## config.mk

```make
export PLATFORM = sky130hd
export DESIGN_NAME = feature_map_collector
export DESIGN_NICKNAME = d
export VERILOG_FILES = /design/src/rtl/feature_map_collector_pkg.sv /design/src/rtl/feature_map_collector_frame_buffer_ram.sv /design/src/rtl/feature_map_collector.sv
export SDC_FILE = /design/constraint.sdc
export NUM_CORES = 1
export LEC_CHECK = 0
export ABC_AREA = 0
export BUFFER_PORTS_ARGS = -buffer_cell sky130_fd_sc_hd__buf_2
export CELL_PAD_IN_SITES_DETAIL_PLACEMENT = 1
export CELL_PAD_IN_SITES_GLOBAL_PLACEMENT = 2
export CORE_MARGIN = 2
export CORE_UTILIZATION = 51
export DETAILED_ROUTE_END_ITERATION = 8
export PLACE_DENSITY_LB_ADDON = 0.25
export SYNTH_ARGS = -nofsm -noshare
export SYNTH_HDL_FRONTEND = slang
export SYNTH_SLANG_ARGS = --single-unit
```

## constraint.sdc

```tcl
create_clock -name clk -period 4.71 [get_ports clk]
set_input_delay 1.413 -clock clk [delete_from_list [all_inputs] [get_ports clk]]
set_output_delay 1.413 -clock clk [all_outputs]
set_load 0.02 [all_outputs]
```

## src/rtl/feature_map_collector_pkg.sv

```systemverilog
// Shared types and size helpers for the feature map collector.
package feature_map_collector_pkg;

  typedef enum logic {
    COLLECT = 1'b0,
    DRAIN   = 1'b1
  } state_e;

  function automatic int calc_groups(input int num_k, input int pe);
    return num_k / pe;
  endfunction

  function automatic int calc_pixels(input int out_width);
    return out_width * out_width;
  endfunction

  function automatic int calc_frame(input int num_k, input int out_width);
    return num_k * out_width * out_width;
  endfunction

  // Never narrower than one bit, so single-entry counters still get a register.
  function automatic int addr_width(input int depth);
    return (depth > 1) ? $clog2(depth) : 1;
  endfunction

endpackage

```

## src/rtl/feature_map_collector_frame_buffer_ram.sv

```systemverilog
// Frame buffer: multi-lane strided write port, one combinational read port.
module feature_map_collector_frame_buffer_ram #(
  parameter int BitSize            = 4,
  parameter int ProcessingElements = 2,
  parameter int Pixels             = 4,
  parameter int Depth              = 32,
  parameter int AddrW              = 5
) (
  input  logic                                   clk,
  input  logic                                   we_i,
  input  logic [AddrW-1:0]                       base_i,
  input  logic [ProcessingElements*BitSize-1:0]  wdata_i,
  input  logic [AddrW-1:0]                       raddr_i,
  output logic [BitSize-1:0]                     rdata_o
);

  logic [BitSize-1:0] mem_q [Depth];

  // Lane j lands one feature map (Pixels entries) after lane j-1.
  always_ff @(posedge clk) begin
    if (we_i) begin
      for (int j = 0; j < ProcessingElements; j++) begin
        mem_q[base_i + AddrW'(j * Pixels)] <= wdata_i[j*BitSize +: BitSize];
      end
    end
  end

  assign rdata_o = mem_q[raddr_i];

endmodule

```

## src/rtl/feature_map_collector.sv

```systemverilog
// Collects a conv-stage output frame and replays it kernel-major on a single lane.
// Optional COLLECTOR_ERR_EN adds a sticky err output for mask/protocol violations.
module feature_map_collector
  import feature_map_collector_pkg::*;
#(
  parameter int BitSize            = 4,
  parameter int NumberOfK          = 8,
  parameter int ProcessingElements = 2,
  parameter int OutWidth           = 2
) (
  input  logic                                  clk,
  input  logic                                  res_n,
  input  logic [NumberOfK-1:0]                  in_valid,
  input  logic [ProcessingElements*BitSize-1:0] in_data,
  output logic                                  in_ready,
  output logic                                  out_valid,
  output logic [BitSize-1:0]                    out_data,
  output logic                                  out_last,
  input  logic                                  out_ready,
  output logic                                  frame_done
`ifdef COLLECTOR_ERR_EN
  ,
  output logic                                  err
`endif
);

  localparam int G  = calc_groups(NumberOfK, ProcessingElements);
  localparam int P  = calc_pixels(OutWidth);
  localparam int F  = calc_frame(NumberOfK, OutWidth);
  localparam int AW = addr_width(F);
  localparam int GW = addr_width(G);
  localparam int PW = addr_width(P);

  localparam logic [GW-1:0] GRP_LAST = GW'(G - 1);
  localparam logic [PW-1:0] PIX_LAST = PW'(P - 1);
  localparam logic [AW-1:0] RD_LAST  = AW'(F - 1);

  state_e        state_q, state_d;
  logic [GW-1:0] grp_q, grp_d;
  logic [PW-1:0] pix_q, pix_d;
  logic [AW-1:0] rd_q, rd_d;
  logic          beat_acc_s;
  logic          xfer_s;
  logic          we_s;
  logic [AW-1:0] wr_base_s;
  logic [BitSize-1:0] rd_data_s;

  assign in_ready   = (state_q == COLLECT);
  assign out_valid  = (state_q == DRAIN);
  assign out_last   = out_valid && (rd_q == RD_LAST);
  assign out_data   = out_valid ? rd_data_s : '0;
  assign frame_done = out_valid && out_ready && out_last;
  assign beat_acc_s = (|in_valid) && in_ready;
  assign xfer_s     = out_valid && out_ready;
  // First kernel of the group is grp*PE, so its map starts grp*PE*P entries in.
  assign wr_base_s  = AW'(grp_q) * AW'(ProcessingElements * P) + AW'(pix_q);

  feature_map_collector_frame_buffer_ram #(
    .BitSize            (BitSize),
    .ProcessingElements (ProcessingElements),
    .Pixels             (P),
    .Depth              (F),
    .AddrW              (AW)
  ) u_buf (
    .clk     (clk),
    .we_i    (we_s),
    .base_i  (wr_base_s),
    .wdata_i (in_data),
    .raddr_i (rd_q),
    .rdata_o (rd_data_s)
  );

  // State and counter registers.
  always_ff @(posedge clk or negedge res_n) begin
    if (!res_n) begin
      state_q <= COLLECT;
      grp_q   <= '0;
      pix_q   <= '0;
      rd_q    <= '0;
    end else begin
      state_q <= state_d;
      grp_q   <= grp_d;
      pix_q   <= pix_d;
      rd_q    <= rd_d;
    end
  end

  // Next-state logic for collect counters and replay pointer.
  always_comb begin
    state_d = state_q;
    grp_d   = grp_q;
    pix_d   = pix_q;
    rd_d    = rd_q;
    we_s    = 1'b0;
    case (state_q)
      COLLECT: begin
        if (beat_acc_s) begin
          we_s = 1'b1;
          if (grp_q == GRP_LAST) begin
            grp_d = '0;
            if (pix_q == PIX_LAST) begin
              pix_d   = '0;
              rd_d    = '0;
              state_d = DRAIN;
            end else begin
              pix_d = pix_q + PW'(1);
            end
          end else begin
            grp_d = grp_q + GW'(1);
          end
        end else begin
          we_s = 1'b0;
        end
      end
      DRAIN: begin
        if (xfer_s) begin
          if (rd_q == RD_LAST) begin
            rd_d    = '0;
            grp_d   = '0;
            pix_d   = '0;
            state_d = COLLECT;
          end else begin
            rd_d = rd_q + AW'(1);
          end
        end else begin
          rd_d = rd_q;
        end
      end
      default: begin
        state_d = COLLECT;
        grp_d   = '0;
        pix_d   = '0;
        rd_d    = '0;
      end
    endcase
  end

`ifdef COLLECTOR_ERR_EN
  localparam logic [NumberOfK-1:0] LANE_ONES = NumberOfK'((1 << ProcessingElements) - 1);

  logic                 err_q, err_d;
  logic [NumberOfK-1:0] exp_mask_s;

  // Sticky error: wrong mask on an accepted beat, or data offered while stalled.
  always_comb begin
    exp_mask_s = LANE_ONES << (int'(grp_q) * ProcessingElements);
    err_d      = err_q;
    if (beat_acc_s && (in_valid != exp_mask_s)) begin
      err_d = 1'b1;
    end else if ((|in_valid) && !in_ready) begin
      err_d = 1'b1;
    end else begin
      err_d = err_q;
    end
  end

  // Error flag register.
  always_ff @(posedge clk or negedge res_n) begin
    if (!res_n) begin
      err_q <= 1'b0;
    end else begin
      err_q <= err_d;
    end
  end

  assign err = err_q;
`endif

endmodule

```

## Word-level counts from Yosys, hierarchy flattened

Memory sizes are Yosys's and may differ from the RTL's.
Cells that the tools add are included.

| storage, ports and cells | value |
|---|---|
| bits in writable memories | 128 |
| word-level logic and storage cells | 53 |
| memory bits (read-only) | 0 |
| bits in latches | 0 |
| memories kept | 1 |
| bits in registers | 10 |

Memory list:

| name | depth | width | rd ports | clocked after Yosys merged registers in | write ports | RTL line | text |
|---|---|---|---|---|---|---|---|
| u_buf.mem_q | 32 | 4 | 1 | 0 | 2 | feature_map_collector_frame_buffer_ram.sv:17 | `logic [BitSize-1:0] mem_q [Depth];` |

| operators by class | value |
|---|---|
| equality and inequality tests | 8 |
| shift operators | 0 |
| divide/modulo/power cells | 0 |
| multiply operators | 0 |
| reduce and logical (&&, ||, !) cells | 8 |
| order comparisons | 0 |
| bitwise gates (word level) | 1 |
| add/sub/neg operators | 5 |
| muxes and demuxes | 26 |

Operator list:

| operator | count |
|---|---|
| $mux W5 | 5 |
| $mux W2 | 7 |
| $ne A2 B1 Y1 const B | 5 |
| $pmux W5 S2 | 1 |
| $mux W1 | 9 |
| $pmux W2 S2 | 2 |
| $reduce_and A4 Y1 | 2 |
| $reduce_or A8 Y1 | 1 |
| $add A5 B1 Y5 const B | 1 |
| $add A5 B2 Y5 | 1 |
| $add A5 B3 Y5 const B | 1 |
| $eq A5 B5 Y1 const B | 1 |
| $add A2 B1 Y2 const B | 2 |
| $eq A2 B2 Y1 const B | 2 |
| $logic_and A1 B1 Y1 | 4 |
| $mux W4 | 1 |
| $reduce_and A3 Y1 | 1 |
| $pmux W1 S2 | 1 |
| $not A1 Y1 | 1 |

## Longest topological paths before layout

| depth | value |
|---|---|
| depth in word-level cells | 6 |
| gate-level depth with buffers | 9 |
| depth with buffers taken out | 8 |

## Hierarchy

From an unflattened synthesis, not the netlist that was laid out.

| second synthesis, totals | value |
|---|---|
| cell total of the unflattened synthesis | 500 |
| area, all modules | 7549.7 um2 |

Modules (own cells, without submodules):

| module | times used | area an instance (um2) | cells each |
|---|---|---|---|
| feature_map_collector_frame_buffer_ram | 1 | 6907.9 | 434 |
| feature_map_collector | 1 | 641.9 | 66 |

## Worst setup path before layout

OpenSTA, ideal clock, no wires.

| timing path | value |
|---|---|
| path kind | register to output |
| start | register rd_q[0] |
| end | output port out_data[3] |
| path slack | 1.478 ns |
| data arrival time | 1.819 ns |
| stages on the path, launching flop included | 7 |
| required time | 3.297 ns |
| cell sequence | dfrtp_1 > buf_6 > buf_12 > and2b_1 > a221oi_2 > o221ai_1 > a211oi_1 |

| between the ends | value |
|---|---|
| word-level cells in the longest chain between the ends | 2 |

Ends and longest elaborated chain:

| what | RTL line | text |
|---|---|---|
| start: declaration | feature_map_collector.sv:41 | `logic [AW-1:0] rd_q, rd_d;` |
| start signal: assignment | feature_map_collector.sv:84 | `rd_q <= rd_d;` |
| $mem_v2 Z32 W4 | n/a |  |
| $mux W4 | feature_map_collector.sv:51 | `assign out_data = out_valid ? rd_data_s : '0;` |
| end: declaration | feature_map_collector.sv:17 | `output logic [BitSize-1:0] out_data,` |

Every way passes these cells.

## Worst setup path in the final report

| timing path | value |
|---|---|
| start | register rd_q[0] |
| end | output port out_data[0] |

The elaborated chain is that of the path after synthesis.

==> flow_summary.yaml <==
timing:
  setup_violations: 0
  hold_violations: 0
  finalSetupTns_ns: 0
  tightest_slew_ns: 1.09
  slew_viol_final: 0
  fmax_mhz: 224
  period_minus_slack_ns: 4.47
  period_share_pct: 94.8
  fin_skew_ns: 0.00577
  relSlewSlack_pct: 27.2
  rsz0062_at_grt: "false"
drt:
  wl_um: 12200
  firstDrtPassIters: 4
  drc: 0
  wire_per_inst_um: 24.9
  ant_nets: 0
  viasPerCell: 5.94
  first_iter_violations: 177
  via_count: 2903
finish:
  n_antenna_cell: 0
  drive_above_1_share_pct: 22.6
  area_growth_pct: 11.9
  multi_input_area_um2: 1510
  design_area_um2: 6480
  ff_latch_area_um2: 4090
  nets: 365
  fillers: 942
clocking:
  post_cts_resized: 0
  insertion_delay_ns: 0.41
  clkTransAtPathRegs_ns: 0.05
  clockBufferDepth: 2
  clock-sinks: 138
  post-cts-setup-buffer-count: 0
  cts_tree: "done"
  root_buffer: "clkbuf_16"
  htree_num_levels: 4
  hold_buffers: 0
  numCtsBuffers: 17
synth:
  ys_seq_area_share_pct: 70.7
  ys.flop_type: "edfxtp_1"
  synth_cell_types: 42
  async_flop_share_pct: 7.25
  ys_ff_latch: 138
  synth_most_common_cell: "edfxtp_1"
  yosysTopAreaCellShare_pct: 66.3
  netlist_top_cells_count: "edfxtp_1, and3_1, mux4_1"
  synthesis.area_um2: 5790
  yosysWarnings: 0
  syn_inst: 301
  syn_nets: 330
  synth_edf_count: 128
  yosys-top-cells-area: "edfxtp_1, mux4_1, dfrtp_1"
  synth_top_area_cell: "edfxtp_1"
  synth_area_per_cell_um2: 19.3
pwr:
  power_density_nw_per_um2: 571
  p_leak_nw: 2.28
  power_frac_comb_pct: 25.4
  peakVddDrop_v: 0.000443
  p_sw_mw: 1.08
  seqPwrFrac_pct: 43.7
  intPower_mw: 2.63
  clkPwrFrac_pct: 30.9
  netSwitchingFraction_pct: 29.0
global_route:
  gr-total-overflow: 0
  grt_usage_pct: 21.1
  grt_antenna_before_repair: 0
  grt.met1_usage_pct: 29.1
  gr-usage-met3_pct: 4.88
  grt_max_degree: 44
  grt_pass1_vias: 3128
  gr-usage-met2_pct: 34.1
  grt-busiest-layer: "met2"
  grt_pass1_wl_um: 18900
floorplanning:
  initial_core_util_pct: 52.8
  die-height_um: 111
  ios: 27
  std_cell_rows: 38
  coreArea_um2: 11000
  die_area_um2: 12200
  die_w_um: 111
min_path:
  hp-class: "reg2reg"
setup_path:
  critPathRequiredTime_ns: 3.30
  cp_max_fo: 20
  cp-end-kind: "primary output"
  cp-start-kind: "flip-flop"
  worst-setup-path-type: "reg2out"
  critPathArrivalTime_ns: 3.05
run_status:
  status: "finished clean"
run:
  drv_cap: 0
placement:
  hpwl_um: 7760
  port_buffers: 26
  place_area_um2: 5980
  gp_congestion: 0.788
==> cells by family (layout without fill, tap and decap cells) <==
logic type	count (synthesis)	in the layout	synth area share, %
adders and majority gates	10	10	2.16
muxes	41	41	13.4
DFF	138	138	70.7
and+or+nand+nor	51	51	4.97
buffers and inverters	20	68	3.26
AOI/OAI and AO/OA	41	41	5.59
==> registers in the layout, indices dropped and copies added, names as in the netlist <==
name,count
out_valid,1
pix_q,2
u_buf.mem_q,128
grp_q,2
rd_q,5
==> worst max-delay path, stage by stage, from the launching register on <==
cell      delay (ns)
dfrtp_1         1.06
buf_4           0.34
mux4_1          0.57
a211oi_1        0.41
a211oi_2        0.09
buf_2           0.18
==> routing by layer <==
metal,wire (um),up-vias
li1,-,1325
met1,5380,1511
met2,6150,54
met3,493,13
met4,142,0
met5,0,-
==> worst paths after layout <==
kind / from / endpoint / slack, ns / cells after the start
hold reg to reg: pix_q[1]$_DFFE_PN0P_ / pix_q[1]$_DFFE_PN0P_ / 0.59 / 1
hold / removal: pix_q[1]$_DFFE_PN0P_ / pix_q[1]$_DFFE_PN0P_ / 0.59 / 1
min in group asynchronous: res_n / rd_q[3]$_DFFE_PN0P_ / 0.87 / 1
max in group asynchronous: res_n / pix_q[1]$_DFFE_PN0P_ / 3.63 / 1
setup reg to reg: rd_q[0]$_DFFE_PN0P_ / grp_q[0]$_DFFE_PN0P_ / 2.10 / 7
setup / recovery: rd_q[0]$_DFFE_PN0P_ / out_data[0] / 0.24 / 5
==> power groups by stage <==
stage	Clock, mW	Combinational, mW	Sequential [mW]
2_1_floorplan	0	0.783	1.58
4_1_cts	1.16	0.954	1.62
6_report	1.15	0.940	1.62
5_1_grt	1.21	1.02	1.64
3_5_place_dp	0	0.948	1.64
3_3_place_gp	0	0.921	1.63
==> layout by cell type, fill, tap and decap left out, drive strengths merged, types with 8 or more instances in the layout <==
cell,Yosys,layout
a211oi,8,8
and3,17,17
buf,8,31
clkbuf,5,28
dfrtp,10,10
edfxtp,128,128
ha,10,10
mux2,9,9
mux2i,8,8
mux4,24,24
nand2,9,9
o22ai,9,9
==> per-stage QoR <==
stage / utilization (%) / cells / hold slack, ns / total power [mW] / worst slack [ns]
after floorplan: - / 301 / 0.506 / 2.36 / 1.48
after global placement: 54.4 / 457 / 0.558 / 2.55 / 0.677
after detailed placement: 54.4 / 457 / 0.579 / 2.59 / 0.588
after CTS: 59.0 / 489 / 0.592 / 3.74 / 0.154
after global routing: 59.0 / 489 / 0.636 / 3.87 / 0.0684
final: 59.0 / 489 / 0.591 / 3.70 / 0.245
==> final cells by class <==
cell class | instances | share of cell area, %
clock buffers | 28 | 7.51
flip-flops and latches | 138 | 63.1
multi-input cells | 143 | 23.3
repair buffers | 31 | 2.78
well taps | 140 | 2.70
clock inverters | 4 | 0.289
inverters | 5 | 0.289
No activity file was read; power rests on OpenSTA's default activity.
